### src/rtl/instr_decode_pkg.sv
// Shared definitions for the instruction-decode stage.
// Holds opcode constants, ALUOp encodings, control-field widths and bit
// positions, the packed control bundle, and the opcode-to-control decoder.
package instr_decode_pkg;

    localparam int XLEN      = 32;
    localparam int REG_IDX_W = 5;
    localparam int NUM_REGS  = 32;

    // Opcodes understood by the decoder (instr[31:26])
    localparam logic [5:0] OP_RTYPE = 6'h00;
    localparam logic [5:0] OP_LW    = 6'h23;
    localparam logic [5:0] OP_SW    = 6'h2B;
    localparam logic [5:0] OP_BEQ   = 6'h04;

    // ALUOp encodings handed to the EX stage
    localparam logic [1:0] ALUOP_ADD   = 2'b00;
    localparam logic [1:0] ALUOP_SUB   = 2'b01;
    localparam logic [1:0] ALUOP_FUNCT = 2'b10;

    // Control-field widths
    localparam int WB_W = 2;
    localparam int M_W  = 3;
    localparam int EX_W = 4;

    // WB field: {RegWrite, MemtoReg}
    localparam int WB_REGWRITE = 1;
    localparam int WB_MEMTOREG = 0;

    // M field: {Branch, MemRead, MemWrite}
    localparam int M_BRANCH   = 2;
    localparam int M_MEMREAD  = 1;
    localparam int M_MEMWRITE = 0;

    // EX field: {RegDst, ALUOp[1:0], ALUSrc}
    localparam int EX_REGDST   = 3;
    localparam int EX_ALUOP_HI = 2;
    localparam int EX_ALUOP_LO = 1;
    localparam int EX_ALUSRC   = 0;

    typedef struct packed {
        logic [WB_W-1:0] wb;
        logic [M_W-1:0]  m;
        logic [EX_W-1:0] ex;
    } ctrl_t;

    // Unrecognised opcodes fall through as an all-zero bubble.
    function automatic ctrl_t decode_ctrl(input logic [5:0] opcode);
        ctrl_t c;
        c = '0;
        case (opcode)
            OP_RTYPE: begin
                c.ex[EX_REGDST]                = 1'b1;
                c.ex[EX_ALUOP_HI:EX_ALUOP_LO]  = ALUOP_FUNCT;
                c.wb[WB_REGWRITE]              = 1'b1;
            end
            OP_LW: begin
                c.ex[EX_ALUSRC]                = 1'b1;
                c.ex[EX_ALUOP_HI:EX_ALUOP_LO]  = ALUOP_ADD;
                c.m[M_MEMREAD]                 = 1'b1;
                c.wb[WB_REGWRITE]              = 1'b1;
                c.wb[WB_MEMTOREG]              = 1'b1;
            end
            OP_SW: begin
                c.ex[EX_ALUSRC]                = 1'b1;
                c.ex[EX_ALUOP_HI:EX_ALUOP_LO]  = ALUOP_ADD;
                c.m[M_MEMWRITE]                = 1'b1;
            end
            OP_BEQ: begin
                c.ex[EX_ALUOP_HI:EX_ALUOP_LO]  = ALUOP_SUB;
                c.m[M_BRANCH]                  = 1'b1;
            end
            default: c = '0;
        endcase
        return c;
    endfunction

endpackage

### src/rtl/instr_decode_register_file.sv
// 32x32 register file for the decode stage.
// Ports:
//   clk, reset        clock, asynchronous active-low clear of all entries
//   read_reg1/2       read indices (combinational read ports)
//   read_data1/2      read data; $0 reads 0, same-cycle write is bypassed
//   write_en          write enable (sampled on rising clk)
//   write_reg         write index; writes to $0 are dropped
//   write_data        write data
module register_file
    import instr_decode_pkg::*;
(
    input  logic                 clk,
    input  logic                 reset,
    input  logic [REG_IDX_W-1:0] read_reg1,
    input  logic [REG_IDX_W-1:0] read_reg2,
    output logic [XLEN-1:0]      read_data1,
    output logic [XLEN-1:0]      read_data2,
    input  logic                 write_en,
    input  logic [REG_IDX_W-1:0] write_reg,
    input  logic [XLEN-1:0]      write_data
);

    // $0 has no storage: it is hardwired to zero on the read side.
    logic [XLEN-1:0] regs [1:NUM_REGS-1];

    always_ff @(posedge clk or negedge reset) begin
        if (!reset) begin
            for (int i = 1; i < NUM_REGS; i++) begin
                regs[i] <= '0;
            end
        end else if (write_en && (write_reg != '0)) begin
            regs[write_reg] <= write_data;
        end
    end

    // Write-through: the consumer captures on the same edge as the write,
    // so it must see the incoming value rather than the stale entry.
    always_comb begin
        read_data1 = '0;
        if (read_reg1 != '0) begin
            if (write_en && (write_reg == read_reg1)) begin
                read_data1 = write_data;
            end else begin
                read_data1 = regs[read_reg1];
            end
        end
    end

    always_comb begin
        read_data2 = '0;
        if (read_reg2 != '0) begin
            if (write_en && (write_reg == read_reg2)) begin
                read_data2 = write_data;
            end else begin
                read_data2 = regs[read_reg2];
            end
        end
    end

endmodule

### src/rtl/instr_decode.sv
// Instruction-decode pipeline stage with ID/EX pipeline register.
// Decodes the IF/ID instruction into WB/M/EX control fields, reads rs/rt
// from the register file (with write-back bypass), sign-extends the
// immediate and registers everything into ID/EX.
// Ports:
//   clk, reset                  clock, asynchronous active-low reset
//   if_id_ir, if_id_npc         instruction and PC+4 from IF/ID
//   wb_regwrite, wb_write_reg,
//   wb_write_data               write-back port from MEM/WB
//   id_ex_wb/m/ex               registered control fields
//   id_ex_npc                   registered PC+4
//   id_ex_rd1, id_ex_rd2        registered operands register[rs], register[rt]
//   id_ex_imm                   registered sign-extended immediate
//   id_ex_rt, id_ex_rd          registered destination candidates
module instr_decode
    import instr_decode_pkg::*;
(
    input  logic                 clk,
    input  logic                 reset,
    input  logic [XLEN-1:0]      if_id_ir,
    input  logic [XLEN-1:0]      if_id_npc,
    input  logic                 wb_regwrite,
    input  logic [REG_IDX_W-1:0] wb_write_reg,
    input  logic [XLEN-1:0]      wb_write_data,
    output logic [WB_W-1:0]      id_ex_wb,
    output logic [M_W-1:0]       id_ex_m,
    output logic [EX_W-1:0]      id_ex_ex,
    output logic [XLEN-1:0]      id_ex_npc,
    output logic [XLEN-1:0]      id_ex_rd1,
    output logic [XLEN-1:0]      id_ex_rd2,
    output logic [XLEN-1:0]      id_ex_imm,
    output logic [REG_IDX_W-1:0] id_ex_rt,
    output logic [REG_IDX_W-1:0] id_ex_rd
);

    function automatic logic signed [XLEN-1:0] sign_ext16(input logic signed [15:0] v);
        return {{(XLEN-16){v[15]}}, v};
    endfunction

    logic [5:0]           opcode_p0;
    logic [REG_IDX_W-1:0] rs_p0;
    logic [REG_IDX_W-1:0] rt_p0;
    logic [REG_IDX_W-1:0] rd_p0;
    logic [XLEN-1:0]      imm_p0;
    logic [XLEN-1:0]      rd1_p0;
    logic [XLEN-1:0]      rd2_p0;
    ctrl_t                ctrl_p0;

    assign opcode_p0 = if_id_ir[31:26];
    assign rs_p0     = if_id_ir[25:21];
    assign rt_p0     = if_id_ir[20:16];
    assign rd_p0     = if_id_ir[15:11];
    assign imm_p0    = sign_ext16(if_id_ir[15:0]);
    assign ctrl_p0   = decode_ctrl(opcode_p0);

    register_file u_register_file (
        .clk        (clk),
        .reset      (reset),
        .read_reg1  (rs_p0),
        .read_reg2  (rt_p0),
        .read_data1 (rd1_p0),
        .read_data2 (rd2_p0),
        .write_en   (wb_regwrite),
        .write_reg  (wb_write_reg),
        .write_data (wb_write_data)
    );

    // ---- ID/EX pipeline register boundary ----
    always_ff @(posedge clk or negedge reset) begin
        if (!reset) begin
            id_ex_wb  <= '0;
            id_ex_m   <= '0;
            id_ex_ex  <= '0;
            id_ex_npc <= '0;
            id_ex_rd1 <= '0;
            id_ex_rd2 <= '0;
            id_ex_imm <= '0;
            id_ex_rt  <= '0;
            id_ex_rd  <= '0;
        end else begin
            id_ex_wb  <= ctrl_p0.wb;
            id_ex_m   <= ctrl_p0.m;
            id_ex_ex  <= ctrl_p0.ex;
            id_ex_npc <= if_id_npc;
            id_ex_rd1 <= rd1_p0;
            id_ex_rd2 <= rd2_p0;
            id_ex_imm <= imm_p0;
            id_ex_rt  <= rt_p0;
            id_ex_rd  <= rd_p0;
        end
    end

endmodule
### config.mk
export PLATFORM = sky130hd
export DESIGN_NAME = instr_decode
export DESIGN_NICKNAME = d
export VERILOG_FILES = /design/src/rtl/instr_decode_pkg.sv /design/src/rtl/instr_decode_register_file.sv /design/src/rtl/instr_decode.sv
export SDC_FILE = /design/constraint.sdc
export NUM_CORES = 2
export LEC_CHECK = 0
export BUFFER_PORTS_ARGS = -buffer_cell sky130_fd_sc_hd__buf_2
export CELL_PAD_IN_SITES_DETAIL_PLACEMENT = 0
export CELL_PAD_IN_SITES_GLOBAL_PLACEMENT = 1
export CORE_ASPECT_RATIO = 1.4
export CORE_MARGIN = 10
export CORE_UTILIZATION = 47
export CTS_CLUSTER_DIAMETER = 40
export DETAILED_ROUTE_END_ITERATION = 7
export GPL_TIMING_DRIVEN = 0
export PLACE_DENSITY = 0.75
export SLEW_MARGIN = 20
export SYNTH_ARGS = -nofsm -noshare
export SYNTH_HDL_FRONTEND = slang
export SYNTH_SLANG_ARGS = --single-unit
### constraint.sdc
create_clock -name clk -period 1.7 [get_ports clk]
set_clock_uncertainty 0.15 [all_clocks]
set_input_delay 0.17 -clock clk [delete_from_list [all_inputs] [get_ports clk]]
set_output_delay 0.17 -clock clk [all_outputs]
set_load 0.01 [all_outputs]
==> flow_summary.ini <==
[cts]
h-tree-depth = 4
root_buffer = clkbuf_16
clockBufferDepth = 3
clkLatencyLatePin_ns = 0.80
cts_made_buffers = 144
cts_num_sinks = 1116
clk_pin_slew_ns = 0.06
cts_tree = built

[sta]
period_share_pct = 122
fin_ws_ns = -0.380
timing.final.crit_period_ns = 2.08
drv_slew = 0
fin_setup_tns_ns = -25.76
slew_headroom_pct = 36.3
whs_ns = -0.854
fmax_ghz = 0.481
rsz0062_at_grt = yes
worst_pin_slew_ns = 0.955
setup_viol = 255
hold_viol = 412

[power]
p_seq_share_pct = 40.2
peakVddDrop_v = 0.00106
pwr-share-clk_pct = 38.5
power.switching_w = 0.0257
combPwrFrac_pct = 21.4
p_int_w = 0.0619
powerDensity_mw_per_mm2 = 1220
swShare_pct = 29.4
p_leak_nw = 31.3

[grt]
grt_pass1_wl_um = 332000
grt_max_degree = 135
antenna_found_initial = 14
grtUsageTotal_pct = 34.7
grt_pass1_vias = 43100
overflow = 0

[setup_path]
cp_num_buf_inv = 0
cp-start-kind = flop
critical_path_required_ns = 2.19
arrival_ns = 2.57
cp-startpoint = u_register_file.regs[340]
crit_slowest_cell = mux4_2
path_class = flop to flop
endpoint_kind = flop
cp_max_fo = 3
r2r-start = u_register_file.regs[340]
slowest_delay_ns = 0.51
critPathTopFamily = compound AO/OA/AOI/OAI gates
path_cells = mux4_2 > o22ai_4 > o41ai_4 > a21oi_2 > nor3_4

[floorplan]
initial_utilization_pct = 47.4
core-area_mm2 = 0.121
rows = 151
num_io_pins = 251
dieHeight_um = 434
fp.dieArea_mm2 = 0.137
die_x_um = 316

[route]
routed_via_density = 6.66
route.detailed.wl_per_inst_um = 38.0
vias = 42000
post-route-drc-count = 0
initialDrtViolationCount = 5018
first_pass_iters = 8
routed_wl_um = 240000
ant_nets = 0

[placed_design]
portBuffers = 242
gp_congestion = 1.04
place_hpwl_um = 176000
preCtsSetupSlack_ns = -2.09
place_inst = 5853

[synth]
async_reset_ff_share_pct = 100
synth_edf_count = 0
synth_area_mm2 = 0.0575
yosysWarnings = 0
synth_area_per_cell_um2 = 14.4
synthFlopType = dfrtp_1
ys_ff_latch = 1116
ys_seq_area_share_pct = 48.6
yosys.cell_types.count = 60
synthCells = 3995
syn-num-nets = 4099

[finish]
drive_gt1_share_pct = 55.1
fin_nets = 4678
syn_to_final_growth_pct = 24.7
final_cell_count_no_fill = 6308

[worst_hold_path]
hp-class = input pin to asynchronous set/reset pin

[run_status]
violations = hold timing, setup timing
status = finished, violations left

[flow_run]
maxCapViolations = 0
## path summary, 6_finish.rpt
kind	end	cells past startpoint	slack, ns
max	id_ex_rd1[20]	5	-0.38
min	id_ex_npc[23]	1	-0.85
max reg2reg	id_ex_rd1[20]	5	-0.38
min reg2reg	u_register_file.regs[621]	1	0.36
max in group asynchronous	u_register_file.regs[327]	4	0.37
min in group clk	u_register_file.regs[831]	4	0
## metal layers
| metal | wire, um | track usage [%] | vias up |
|---|---|---|---|
| li1 | - | - | 16500 |
| met1 | 85200 | 41.0 | 22200 |
| met2 | 109000 | 52.6 | 2609 |
| met3 | 25900 | 11.8 | 765 |
| met4 | 19800 | 25.0 | 4 |
| met5 | 149 | 0.710 | - |
## flip-flops by register name, indices dropped and copies added, names as in the netlist
signal / flops
u_register_file.regs: 992
id_ex_wb: 1
id_ex_m: 2
id_ex_rd1: 32
id_ex_rd: 4
id_ex_ex: 4
id_ex_rd2: 32
id_ex_rt: 5
id_ex_npc: 32
id_ex_imm: 12
## cells in the final DEF, fill, tap and decap left out, types with 21 or more instances in the layout
cell,netlist,layout
a221oi_1,93,65
buf_1,33,25
buf_2,159,306
clkbuf_8,0,23
nor3_4,0,32
mux4_2,361,361
a22oi_1,62,62
o22ai_4,0,41
o21ai_4,0,30
clkbuf_4,3,21
nor3_1,95,30
o22ai_1,79,27
mux2i_1,179,169
clkbuf_16,0,155
nor3_2,16,49
buf_6,31,89
a21oi_1,54,35
dfrtp_1,1116,1115
dlygate4sd3_1,0,157
nor2_1,149,127
clkbuf_2,1,36
nand2_1,60,60
buf_12,5,31
mux2_2,1043,1042
bufinv_16,0,21
buf_4,56,75
a221oi_2,0,28
clkbuf_1,150,110
## worst reg2reg max path, delay by kind of cell, from the launching register on
family / cells / cell delay [ns]
flip-flops: 1 / 0.39
AO/OA/AOI/OAI: 3 / 0.78
multiplexers: 1 / 0.51
AND/OR/NAND/NOR: 1 / 0.10
## metrics by stage
step,power [W],area [um2],utilization [%]
after global placement,0.0510,61200,50.5
after floorplan,0.0454,58000,-
after detailed placement,0.0516,61500,50.7
after CTS,0.0867,70700,58.3
final,0.0877,71700,59.1
after global routing,0.0902,71600,59.1
## Yosys cell counts (8+ instances only)
| library cell | n | area [um2] |
|---|---|---|
| a21oi_1 | 54 | 270 |
| a221o_1 | 8 | 80.1 |
| a221oi_1 | 93 | 815 |
| a22oi_1 | 62 | 465 |
| buf_1 | 33 | 124 |
| buf_2 | 159 | 796 |
| buf_4 | 56 | 420 |
| buf_6 | 31 | 349 |
| clkbuf_1 | 150 | 563 |
| dfrtp_1 | 1116 | 27900 |
| mux2_1 | 19 | 214 |
| mux2_2 | 1043 | 11700 |
| mux2i_1 | 179 | 1790 |
| mux4_2 | 361 | 8130 |
| nand2_1 | 60 | 225 |
| nand2b_1 | 9 | 56.3 |
| nand3_1 | 16 | 80.1 |
| nor2_1 | 149 | 559 |
| nor3_1 | 95 | 475 |
| nor3_2 | 16 | 160 |
| nor4_1 | 11 | 68.8 |
| o21ai_0 | 22 | 110 |
| o21ai_1 | 35 | 175 |
| o221ai_1 | 21 | 184 |
| o22ai_1 | 79 | 494 |
| o41ai_2 | 23 | 374 |
| xor2_1 | 8 | 70.1 |
## logic make-up (layout without fill, tap and decap cells)
logic type / count (synthesis) / after routing / share of synthesized area [%]
AOI/OAI and AO/OA: 413 / 413 / 5.40
xor gates and xnor gates: 10 / 10 / 0.152
buffers and inverters: 449 / 1145 / 4.29
DFF: 1116 / 1116 / 48.6
muxes: 1602 / 1602 / 38.1
other: 0 / 11 / 0
and+or+nand+nor: 405 / 405 / 3.47
## power by group through the flow
stage	logic [W]	clock network, W	registers [W]
2_1_floorplan	0.0111	0	0.0343
3_3_place_gp	0.0157	0	0.0352
3_5_place_dp	0.0162	0	0.0354
4_1_cts	0.0178	0.0339	0.0350
5_1_grt	0.0196	0.0350	0.0357
6_report	0.0187	0.0337	0.0352
## what timing repair did
| action | CTS | global route |
|---|---|---|
| resized for setup | 442 | 177 |
| hold endpoints to repair | 834 | 366 |
| pin swaps | 66 | 79 |
| setup endpoints to repair | 579 | 641 |
| hold buffers | 158 | 1 |
| setup buffers | 13 | 12 |
| cloned | 3 | 2 |
## layout make-up
class,instances,area [um2]
diodes,11,27.5
plain buffers,435,3200
clock buffers,183,4150
clock inverters,80,1130
fillers,9630,49600
inverters,7,28.8
multi-input cells,2430,29600
flip-flops and latches,1116,27900
well taps,1606,2010
repair buffers,440,3560
Note: power is estimated with default switching activity, not from simulation.
